### config.mk
export PLATFORM = sky130hd
export DESIGN_NAME = forwarding_hazard_unit
export DESIGN_NICKNAME = d
export VERILOG_FILES = /design/src/rtl/fwd_pkg.sv /design/src/rtl/fwd_tag_pipe.sv /design/src/rtl/forwarding_hazard_unit.sv
export SDC_FILE = /design/constraint.sdc
export NUM_CORES = 1
export LEC_CHECK = 0
export ABC_AREA = 1
export CAP_MARGIN = 20
export CELL_PAD_IN_SITES_DETAIL_PLACEMENT = 0
export CELL_PAD_IN_SITES_GLOBAL_PLACEMENT = 1
export CORE_UTILIZATION = 40
export CTS_CLUSTER_DIAMETER = 200
export DETAILED_ROUTE_END_ITERATION = 8
export PLACE_DENSITY = 0.82
export SYNTH_ARGS = -nofsm -noshare
export SYNTH_HDL_FRONTEND = slang
export SYNTH_HIERARCHICAL = 1
export SYNTH_SLANG_ARGS = --single-unit
export TNS_END_PERCENT = 1
### constraint.sdc
create_clock -name clk -period 2.7 [get_ports clk]
set_clock_uncertainty 0.1 [all_clocks]
set_input_delay 0.54 -clock clk [delete_from_list [all_inputs] [get_ports clk]]
set_output_delay 0.54 -clock clk [all_outputs]
set_load 0.02 [all_outputs]
### src/rtl/fwd_pkg.sv
// Shared types and helpers for the forwarding / load-use hazard unit.
// Slot record carried down the result tag pipeline, the register-file select code,
// and the select-width helper.
package fwd_pkg;

  // Forward select value meaning "take the operand from the register file".
  localparam int FWD_RF = 0;

  // Widest register address a slot can carry; narrower addresses are zero-extended.
  localparam int MAX_ADDR_W = 8;

  // One result slot: what the instruction occupying it will write.
  typedef struct packed {
    logic                  valid;
    logic                  reg_write;
    logic [MAX_ADDR_W-1:0] rd;
    logic                  is_load;
  } slot_t;

  // Width needed to encode 0 (register file) plus slots 1..stages.
  function automatic int sel_width(input int stages);
    return (stages < 1) ? 1 : $clog2(stages + 1);
  endfunction

endpackage

### src/rtl/fwd_tag_pipe.sv
// Result tag pipeline: STAGES-deep shift register of slot records behind EX.
// Latency: one clock per slot; slots[0] is slot1 (MEM), slots[STAGES-1] is the oldest.
// Backpressure: hold freezes every slot; a bubble enters slot1 whenever push is low.
module fwd_tag_pipe
  import fwd_pkg::*;
#(
  parameter int STAGES = 3
) (
  input  logic                    clk,
  input  logic                    reset,
  input  logic                    hold,
  input  logic                    push,
  input  slot_t                   slot_in,
  output slot_t [STAGES-1:0]      slots
);

  slot_t [STAGES-1:0] slot_q;
  slot_t [STAGES-1:0] slot_d;

  // Next slot contents: shift one step unless frozen; oldest slot falls off the end.
  always_comb begin
    slot_d = slot_q;
    if (!hold) begin
      slot_d[0] = push ? slot_in : '0;
      for (int k = 1; k < STAGES; k++) begin
        slot_d[k] = slot_q[k-1];
      end
    end
  end

  // Slot registers; reset empties the whole pipeline.
  always_ff @(posedge clk or negedge reset) begin
    if (!reset) begin
      slot_q <= '0;
    end else begin
      slot_q <= slot_d;
    end
  end

  assign slots = slot_q;

endmodule

### src/rtl/forwarding_hazard_unit.sv
// Operand bypass selection and load-use stall for EX, driven by an internal result tag pipeline.
// Latency: forward_A/forward_B/stall are combinational (zero cycles) from slots and EX inputs.
// Backpressure: stall freezes upstream and bubbles slot1; hold freezes slots and the stall counter.
module forwarding_hazard_unit
  import fwd_pkg::*;
#(
  parameter int ADDR_W     = 5,
  parameter int STAGES     = 3,
  // Lowest slot whose load data can be bypassed; valid range 1..STAGES.
  parameter int LOAD_READY = 2,
  parameter int SEL_W      = sel_width(STAGES),
  parameter int CNT_W      = 16
) (
  input  logic              clk,
  input  logic              reset,
  input  logic              hold,
  input  logic              flush,
  input  logic              ex_valid,
  input  logic [ADDR_W-1:0] ex_rs,
  input  logic [ADDR_W-1:0] ex_rt,
  input  logic              ex_use_rs,
  input  logic              ex_use_rt,
  input  logic [ADDR_W-1:0] ex_rd,
  input  logic              ex_reg_write,
  input  logic              ex_is_load,
  output logic [SEL_W-1:0]  forward_A,
  output logic [SEL_W-1:0]  forward_B,
  output logic              stall,
  output logic [CNT_W-1:0]  stall_count
);

  slot_t [STAGES-1:0]    slots;
  slot_t                 ex_slot;
  logic                  push;
  logic [MAX_ADDR_W-1:0] rs_ext;
  logic [MAX_ADDR_W-1:0] rt_ext;
  int                    win_a;
  int                    win_b;
  logic                  win_a_load;
  logic                  win_b_load;
  logic                  haz_a;
  logic                  haz_b;
  logic [CNT_W-1:0]      stall_count_q;
  logic [CNT_W-1:0]      stall_count_d;

  // Youngest slot that will write src; win stays at the register-file code when none does.
  // Scanning oldest to youngest lets the lowest index overwrite any older match.
  function automatic void pick_youngest(
    input  slot_t [STAGES-1:0]    s,
    input  logic [MAX_ADDR_W-1:0] src,
    input  logic                  use_src,
    input  logic                  inst_valid,
    output int                    win,
    output logic                  win_load
  );
    win      = FWD_RF;
    win_load = 1'b0;
    for (int k = STAGES - 1; k >= 0; k--) begin
      if (inst_valid && use_src && s[k].valid && s[k].reg_write &&
          (s[k].rd != '0) && (s[k].rd == src)) begin
        win      = k + 1;
        win_load = s[k].is_load;
      end
    end
  endfunction

  // Widen EX addresses to slot width and build the record EX would push into slot1.
  always_comb begin
    rs_ext                   = '0;
    rt_ext                   = '0;
    rs_ext[ADDR_W-1:0]       = ex_rs;
    rt_ext[ADDR_W-1:0]       = ex_rt;
    ex_slot                  = '0;
    ex_slot.valid            = 1'b1;
    ex_slot.reg_write        = ex_reg_write;
    ex_slot.rd[ADDR_W-1:0]   = ex_rd;
    ex_slot.is_load          = ex_is_load;
  end

  // Bypass selection and load-use detection; a hazarded operand falls back to the register file.
  always_comb begin
    pick_youngest(slots, rs_ext, ex_use_rs, ex_valid, win_a, win_a_load);
    pick_youngest(slots, rt_ext, ex_use_rt, ex_valid, win_b, win_b_load);
    haz_a     = win_a_load && (win_a < LOAD_READY);
    haz_b     = win_b_load && (win_b < LOAD_READY);
    stall     = haz_a || haz_b;
    forward_A = haz_a ? SEL_W'(FWD_RF) : SEL_W'(win_a);
    forward_B = haz_b ? SEL_W'(FWD_RF) : SEL_W'(win_b);
  end

  // EX reaches slot1 only when it is real, not stalled and not squashed; otherwise a bubble.
  assign push = ex_valid && !stall && !flush;

  fwd_tag_pipe #(
    .STAGES  (STAGES)
  ) u_tag_pipe (
    .clk     (clk),
    .reset   (reset),
    .hold    (hold),
    .push    (push),
    .slot_in (ex_slot),
    .slots   (slots)
  );

  // Stall cycle count: only cycles where the pipeline actually moves, pinned at all-ones.
  always_comb begin
    stall_count_d = stall_count_q;
    if (stall && !hold && (stall_count_q != '1)) begin
      stall_count_d = stall_count_q + 1'b1;
    end
  end

  // Stall counter register.
  always_ff @(posedge clk or negedge reset) begin
    if (!reset) begin
      stall_count_q <= '0;
    end else begin
      stall_count_q <= stall_count_d;
    end
  end

  assign stall_count = stall_count_q;

endmodule

* Yosys cells after proc, flatten, opt, wreduce, memory -nomap -nowiden
Cells that the tools add are included.
** Cells by class
- $add $sub $neg :: 1
- $lt $le $gt $ge :: 2
- Eq/ne operators :: 7
- Muxes and demuxes :: 15
- Reductions and logical operators :: 39
** Operator list (count)
- $mux W32 :: 4
- $lt A32 B3 Y1 const B :: 2
- $eq A8 B5 Y1 :: 6
- $logic_and A1 B1 Y1 :: 32
- $reduce_bool A8 Y1 :: 3
- $add A16 B1 Y16 const B :: 1
- $ne A16 B16 Y1 const B :: 1
- $mux W11 :: 1
- $mux W2 :: 4
- $mux W1 :: 6
- $logic_not A1 Y1 :: 3
- $logic_or A1 B1 Y1 :: 1
** Storage, ports and cells
- Bits in registers :: 49
- Input port bits :: 24
- Output and inout bits :: 21
- Logic and storage cells :: 77

* Logic depth before layout (Yosys ltp)
Gate-level depths: netlist (run 1).
- Depth in word-level cells :: 15
- Depth in mapped cells :: 17
- Mapped depth without buffers :: 16

* Modules after synthesis
Netlist (run 1), hierarchy kept.
** Modules (own cells, without submodules)
- forwarding_hazard_unit :: instances 1, cells an instance 381, area each 2169.6 µm², sequential area each 400.4 µm²
- fwd_tag_pipe :: instances 1, cells an instance 141, area each 1350.0 µm², sequential area each 825.8 µm²

* Worst setup path before layout (run 1)
No wires, ideal clock.
- Kind :: in2out
- From :: in ex_rt[2]
- To :: out forward_B[0]
- Data arrival time :: 1.915 ns
- Required time :: 2.060 ns
- Setup slack :: 0.145 ns
- Cell stages on the path :: 8
- Path buffers :: 0
- Cells stage by stage :: xnor2_1 -> nand2_1 -> nor3b_1 -> nand3_1 -> o21ai_0 -> o21a_1 -> nor2_1 -> a22oi_1
** Between the ends
- Cells in the longest elaborated chain, start to end :: 8
- Elaborated cells between the ends (all ways) :: 15
- Classes of those cells :: order compare: 1; eq/ne: 3; mux: 7; reduce/logical: 4
** RTL lines
- from (decl) :: RTL line forwarding_hazard_unit.sv:20 : input logic [ADDR_W-1:0] ex_rt,
- $eq A8 B5 Y1 :: RTL line forwarding_hazard_unit.sv:60 : (s[k].rd != '0) && (s[k].rd == src)) begin
- $logic_and A1 B1 Y1 :: RTL line forwarding_hazard_unit.sv:60
- $mux W2 :: RTL line forwarding_hazard_unit.sv:59 : if (inst_valid && use_src && s[k].valid && s[k].reg_write &&
- $mux W32 (2 in series) :: RTL line forwarding_hazard_unit.sv:59
- $lt A32 B3 Y1 :: RTL line forwarding_hazard_unit.sv:85 : haz_b = win_b_load && (win_b < LOAD_READY);
- $logic_and A1 B1 Y1 :: RTL line forwarding_hazard_unit.sv:85
- $mux W2 * :: RTL line forwarding_hazard_unit.sv:88 : forward_B = haz_b ? SEL_W'(FWD_RF) : SEL_W'(win_b);
- to (decl) :: RTL line forwarding_hazard_unit.sv:27 : output logic [SEL_W-1:0] forward_B,
Every way passes the cells marked *; elsewhere a longest branch is shown, timed or not.

* Worst setup path after layout (run 1)
- From :: reg u_tag_pipe.slot_q, in the netlist u_tag_pipe/slots[6]
- To :: out forward_B[0]
** Between the ends
- Cells in the longest elaborated chain, start to end :: 7
- Elaborated cells between the ends (all ways) :: 9
- Classes of those cells :: order compare: 1; eq/ne: 1; mux: 3; reduce/logical: 4
** RTL lines
- from (decl) :: RTL line fwd_tag_pipe.sv:17 : slot_t [STAGES-1:0] slot_q;
- from (signal assigned) :: RTL line fwd_tag_pipe.sv:36 : slot_q <= slot_d;
- $reduce_bool A8 Y1 :: RTL line forwarding_hazard_unit.sv:60
- $logic_and A1 B1 Y1 :: RTL line forwarding_hazard_unit.sv:59
- $logic_and A1 B1 Y1 * :: RTL line forwarding_hazard_unit.sv:60
- $mux W32 :: RTL line forwarding_hazard_unit.sv:59
- $lt A32 B3 Y1 :: RTL line forwarding_hazard_unit.sv:85
- $logic_and A1 B1 Y1 :: RTL line forwarding_hazard_unit.sv:85
- $mux W2 * :: RTL line forwarding_hazard_unit.sv:88
Marks and branches as above.

==> impl_metrics.tcl, run 1 <==
set metrics [dict create \
    place_ws_ns -0.811 \
    fmax_mhz 370 \
    grt_pass1_wl_um 16300 \
    final_area_um2 4740 \
    synth_cells 522 \
    crit_required_ns 2.06 \
    dr_wl_met3_um 383 \
    critPathLaunchType "register" \
    wl_met2_um 4290 \
    irDropWorstVdd_v 0.000254 \
    final_cells 745 \
    yosysWarnings 6 \
    synthTopCellsByCount "nand2_1 (215), inv_1 (53), nor2_1 (52)" \
    cts_max_level 2 \
    die_w_um 95.8 \
    ios 45 \
    rows 33 \
    finalWorstSetupSlack_ns 0.000426 \
    p_leak_nw 2.42 \
    core_um2 8380 \
    hpwl_um 7460 \
    numClockSinks 49 \
    synth_flop_cell "dfrtp_1" \
    rsz0062_at_grt "yes" \
    period_needed_ns 2.70 \
    slew_viol_final 0 \
    grt_pass1_vias 3334 \
    place_area_um2 4510 \
    routed_via_density 4.81 \
    dp.cells 730 \
    report.final.hold_viol_count 0 \
    initial_core_util_pct 42.0 \
    setup_violations 0 \
    synth_most_common_cell "nand2_1" \
    avgRoutedWirePerCell_um 12.9 \
    drive_gt1_share_pct 23.6 \
    min_path_type "primary input to async pin" \
    path_class "register to output pin" \
    cp.arrival_ns 2.06 \
    fill_cells 833 \
    synth_top_area_cell "dfrtp_1" \
    yosysTopAreaCellShare_pct 34.8 \
    met1_length_um 4860 \
    hold_slack_ns 0.224 \
    cts_root_buf "clkbuf_8" \
    num_vias 3585 \
    cts.reportedPaths.clkPinSlew_ns 0.10 \
    grt_max_degree 50 \
    worstPathMaxFanout 3 \
    track_usage_pct 23.1 \
    drt-total-wl_um 9610 \
    regArea_um2 1230 \
    ys_ff_latch 49 \
    maxSlewHeadroom_pct 57.7 \
    first_pass_iters 4 \
    clock_path_buffers 2 \
    drv_cap 0 \
    insertion_delay_ns 0.31 \
    syn2layout_area_growth_pct 34.7 \
    portBuffers 44 \
    drt_iter0_drc 193 \
    worst_slew_pin_slew_ns 0.634 \
    post-route-period-util_pct 100 \
    nNetsFinal 664 \
    final_antenna_net_count 0 \
    cts_hold_buf 0 \
    cts_tree "built" \
    avgSynthCellArea_um2 6.74 \
    multiInputGateArea_um2 2070 \
    synth_area_leaders "dfrtp_1 (35%), nand2_1 (23%), inv_1 (5.7%), nor2_1 (5.5%), nand4_1 (4.1%)" \
    diodes 0 \
    power_density_nw_per_um2 362 \
    synth_cell_types 36 \
    overflow 0 \
    synth_edf_count 0 \
    place_congestion 0.908 \
    synthArstFlopShare_pct 100 \
    drc_errors 0 \
    cts_buffers 5 \
    dieArea_um2 9180 \
    syn-cell-area_um2 3520 \
    cp-end-kind "output pin" \
    die_y_um 95.8 \
    maxUsedRoutingLayer "met4" \
    antenna_found_initial 0 \
    outcome "finished clean" \
    ys_seq_area_share_pct 34.8 \
]
worst paths after layout:
check	startpoint	to	slack, ns	cells after the start
setup / recovery	u_tag_pipe/slots[6]	forward_B[0]	0.0004	10
hold / removal	reset	u_tag_pipe/slots[4]	0.22	2
setup reg to reg	u_tag_pipe/slots[19]	stall_count[12]	0.29	18
hold reg to reg	u_tag_pipe/slots[31]	u_tag_pipe/slots[31]	0.41	2
max in group asynchronous	reset	u_tag_pipe/slots[5]	1.83	2
min in group clk	u_tag_pipe/slots[31]	u_tag_pipe/slots[31]	0.41	2
placed cells by master, fill, tap and decap left out, types with 2 or more instances in the layout:
master	n
dfrtp_2	2
dfrtp_1	47
nand3_2	15
buf_2	3
nor2_4	7
nor2_2	12
inv_1	49
inv_2	7
a21oi_1	5
xnor2_2	3
nand4_1	23
dlygate4sd2_1	10
conb_1	4
nor3_2	2
buf_6	4
o21ai_0	2
clkbuf_8	6
xor2_1	12
clkdlybuf4s50_1	26
xnor2_1	11
nand3_1	25
nand2_1	213
nor3_1	6
nand2_2	5
buf_4	72
nor2_1	48
and3_1	2
worst max-delay path: stages, from the launching register on:
cell	delay [ns]
dfrtp_1	0.41
inv_2	0.07
nand3_2	0.07
inv_2	0.09
nand3_2	0.07
or3_4	0.38
or2_4	0.26
nor2_4	0.08
nor2_2	0.05
a22oi_2	0.13
buf_6	0.14
metrics by stage:
| stage | utilization [%] | setup TNS, ns | total power, mW |
|---|---|---|---|
| after floorplan | - | 0 | 1.02 |
| after global placement | 53.8 | -7.28 | 1.23 |
| final | 56.6 | 0 | 1.72 |
| after detailed placement | 53.8 | -7.72 | 1.24 |
| after CTS | 55.2 | -0.0899 | 1.72 |
| after global routing | 56.6 | -0.214 | 1.82 |
sequential cells by signal, indices dropped and copies added, names as in the netlist:
register,count
u_tag_pipe/slots,33
stall_count,16
area by class of cell:
class,count,area share (%)
Clock buffer,6,1.74
Clock inverter,2,0.369
Inverter,57,4.67
Multi-Input combinational cell,408,43.8
Sequential cell,49,25.9
Tap cell,105,2.77
Timing Repair Buffer,118,20.8
power by group:
group / internal (mW) / leakage, nW / total [mW] / switching [mW]
Combinational: 0.196 / 1.71 / 0.429 / 0.233
Clock: 0.213 / 0.0518 / 0.477 / 0.264
Sequential: 0.767 / 0.656 / 0.810 / 0.0426
Total: 1.18 / 2.42 / 1.72 / 0.540
kinds of logic (layout without fill, tap and decap cells):
kind of cell    Yosys count  count (layout)  synth area share, %
xor+xnor                 26              26                 6.47
fa+ha+maj                 1               1                0.355
compound gates           11              11                 1.81
buf+inv                  67             183                 9.21
other cells               2               4                0.213
flops                    49              49                 34.8
simple gates            366             366                 47.1
what timing repair did:
item,in CTS,in global routing
endpoints found under the setup margin,5,7
pin swaps,13,13
gates resized for setup,50,20
setup buffers,1,6
layer usage:
metal	up-vias	global-route usage, %
li1	1856	-
met1	1658	35.2
met2	64	35.5
met3	7	2.37
met4	0	4.23
met5	-	0
Power figures use the tool's default switching activity.
==> inputs of run 2 (changes only) <==
- GPL_TIMING_DRIVEN: default -> 1
- TNS_END_PERCENT: 1 -> 20
==> results of run 2 <==
No change in the layout: final DEF, timing and power equal those of run 1.
==> inputs of run 3 (changes only) <==
- CORE_MARGIN: default -> 2
- HOLD_SLACK_MARGIN: default -> 0.02
- SLEW_MARGIN: default -> 30
==> impl_metrics.tcl, run 3 (synthesis results as in run 1) <==
set metrics [dict create \
    insertion_delay_ns 0.30 \
    fmax_mhz 369 \
    critPathLaunchType "primary input" \
    rows 34 \
    rsz0062_at_grt "yes" \
    grt_pass1_wl_um 16500 \
    place_area_um2 4540 \
    drc_errors 0 \
    initial_core_util_pct 40.8 \
    die_y_um 97.8 \
    drv_cap 0 \
    die_w_um 97.8 \
    final_common_cell "nand2_1" \
    crit_required_ns 2.06 \
    grt_max_degree 36 \
    r2r-start "u_tag_pipe/slots[16]" \
    cp-startpoint "ex_valid" \
    worstPathMaxFanout 4 \
    violations "negative setup slack" \
    finalCoreUtilization_pct 55.7 \
    final_antenna_net_count 0 \
    period_needed_ns 2.71 \
    cp-endpoint "forward_B[0]" \
    syn2layout_area_growth_pct 36.6 \
    report.final.hold_viol_count 0 \
    dieArea_um2 9570 \
    routed_via_density 4.81 \
    nNetsFinal 672 \
    num_vias 3633 \
    place_congestion 0.859 \
    p_leak_nw 2.47 \
    cts_buffers 5 \
    cp.arrival_ns 2.07 \
    drive_gt1_share_pct 24.6 \
    largest_reg_flops 33 \
    numClockSinks 49 \
    portBuffers 44 \
    cts_tree "built" \
    clock_path_buffers 2 \
    min_path_type "register to register" \
    first_pass_iters 5 \
    hpwl_um 7580 \
    cts_max_level 2 \
    antenna_found_initial 0 \
    post-route-period-util_pct 100 \
    place_ws_ns -0.822 \
    layout_common_cells "nand2_1 (211), buf_4 (82), inv_1 (49)" \
    cts.reportedPaths.clkPinSlew_ns 0.09 \
    outcome "finished with violations" \
    core_um2 8640 \
    final_area_um2 4810 \
    r2r-end "u_tag_pipe/slots[0]" \
    ios 45 \
    setup_violations 2 \
    finalWorstSetupSlack_ns -0.0105 \
    cts_root_buf "clkbuf_8" \
    overflow 0 \
    grt_pass1_vias 3417 \
    irDropWorstVdd_v 0.000204 \
    drt_iter0_drc 172 \
    r2r_setup_slack_ns 0.29 \
    diodes 0 \
    r2r_cells 18 \
    path_class "primary input to output pin" \
    tns_ns -0.0151 \
    power_density_nw_per_um2 364 \
    track_usage_pct 21.0 \
    drt-total-wl_um 9510 \
    slew_viol_final 0 \
    avgRoutedWirePerCell_um 12.6 \
    cp-end-kind "output pin" \
]
## run 3: changes by cell type in the layout (fill, tap and decap cells not counted), moves of 2 or more
cell and change:
nand2_1 -2, nor2_4 -2, nor2_2 +3, buf_2 -2, buf_4 +10, nand2_2 +2
## run 3: timing repair
action                     in CTS  in global routing
resized for setup              43                 25
gates cloned                    0                  0
buffers inserted                6                  4
setup endpoints to repair       5                  4
pin swaps                      15                 11
hold buffers                    1                  0
hold endpoints to repair       11                  0
## run 3: final cells by class
type	instances	area, um^2
clock buffers	5	68.8
clock inverters	2	35.0
fillers	869	3830
inverters	57	221
multi-input cells	408	2060
flip-flops and latches	49	1230
well taps	108	135
repair buffers	126	1060
## run 3: through the flow
step / hold WS [ns] / total power, mW / std cells
4_1_cts: 0.411 / 1.76 / 751
3_3_place_gp: 0.340 / 1.23 / 737
6_report: 0.406 / 1.75 / 755
5_1_grt: 0.456 / 1.86 / 755
3_5_place_dp: 0.343 / 1.24 / 737
2_1_floorplan: 0.144 / 1.02 / 524
## run 3: per-layer routing
metal | track usage [%] | routed length [um]
met3 | 2.51 | 461
met5 | 0 | 0
met4 | 4.49 | 95
met2 | 33.9 | 4440
met1 | 30.7 | 4510
## run 3: worst min path at each step
stage                              start              endpoint  slack (ns)  cells past startpoint
floorplan                          reset        stall_count[0]        0.14                      0
global placement                   reset   u_tag_pipe/slots[7]        0.34                      1
detailed placement                 reset   u_tag_pipe/slots[7]        0.34                      1
CTS                 u_tag_pipe/slots[29]  u_tag_pipe/slots[29]        0.41                      2
global route        u_tag_pipe/slots[32]  u_tag_pipe/slots[32]        0.46                      2
finish              u_tag_pipe/slots[29]  u_tag_pipe/slots[29]        0.41                      2
## run 3: critical path, stage by stage
cell and delay [ns]:
dlygate4sd2_1 0.21, nand2_1 0.07, inv_2 0.10, nand3_2 0.07
or3_4 0.38, or2_4 0.25, buf_6 0.12, a22oi_2 0.17
buf_4 0.16
## run 3: where the power goes
group          total (mW)  switching [mW]  leakage, nW  internal (mW)
clock               0.513           0.244       0.0540          0.270
combinational       0.431           0.231         1.76          0.200
sequential          0.806          0.0387        0.656          0.767
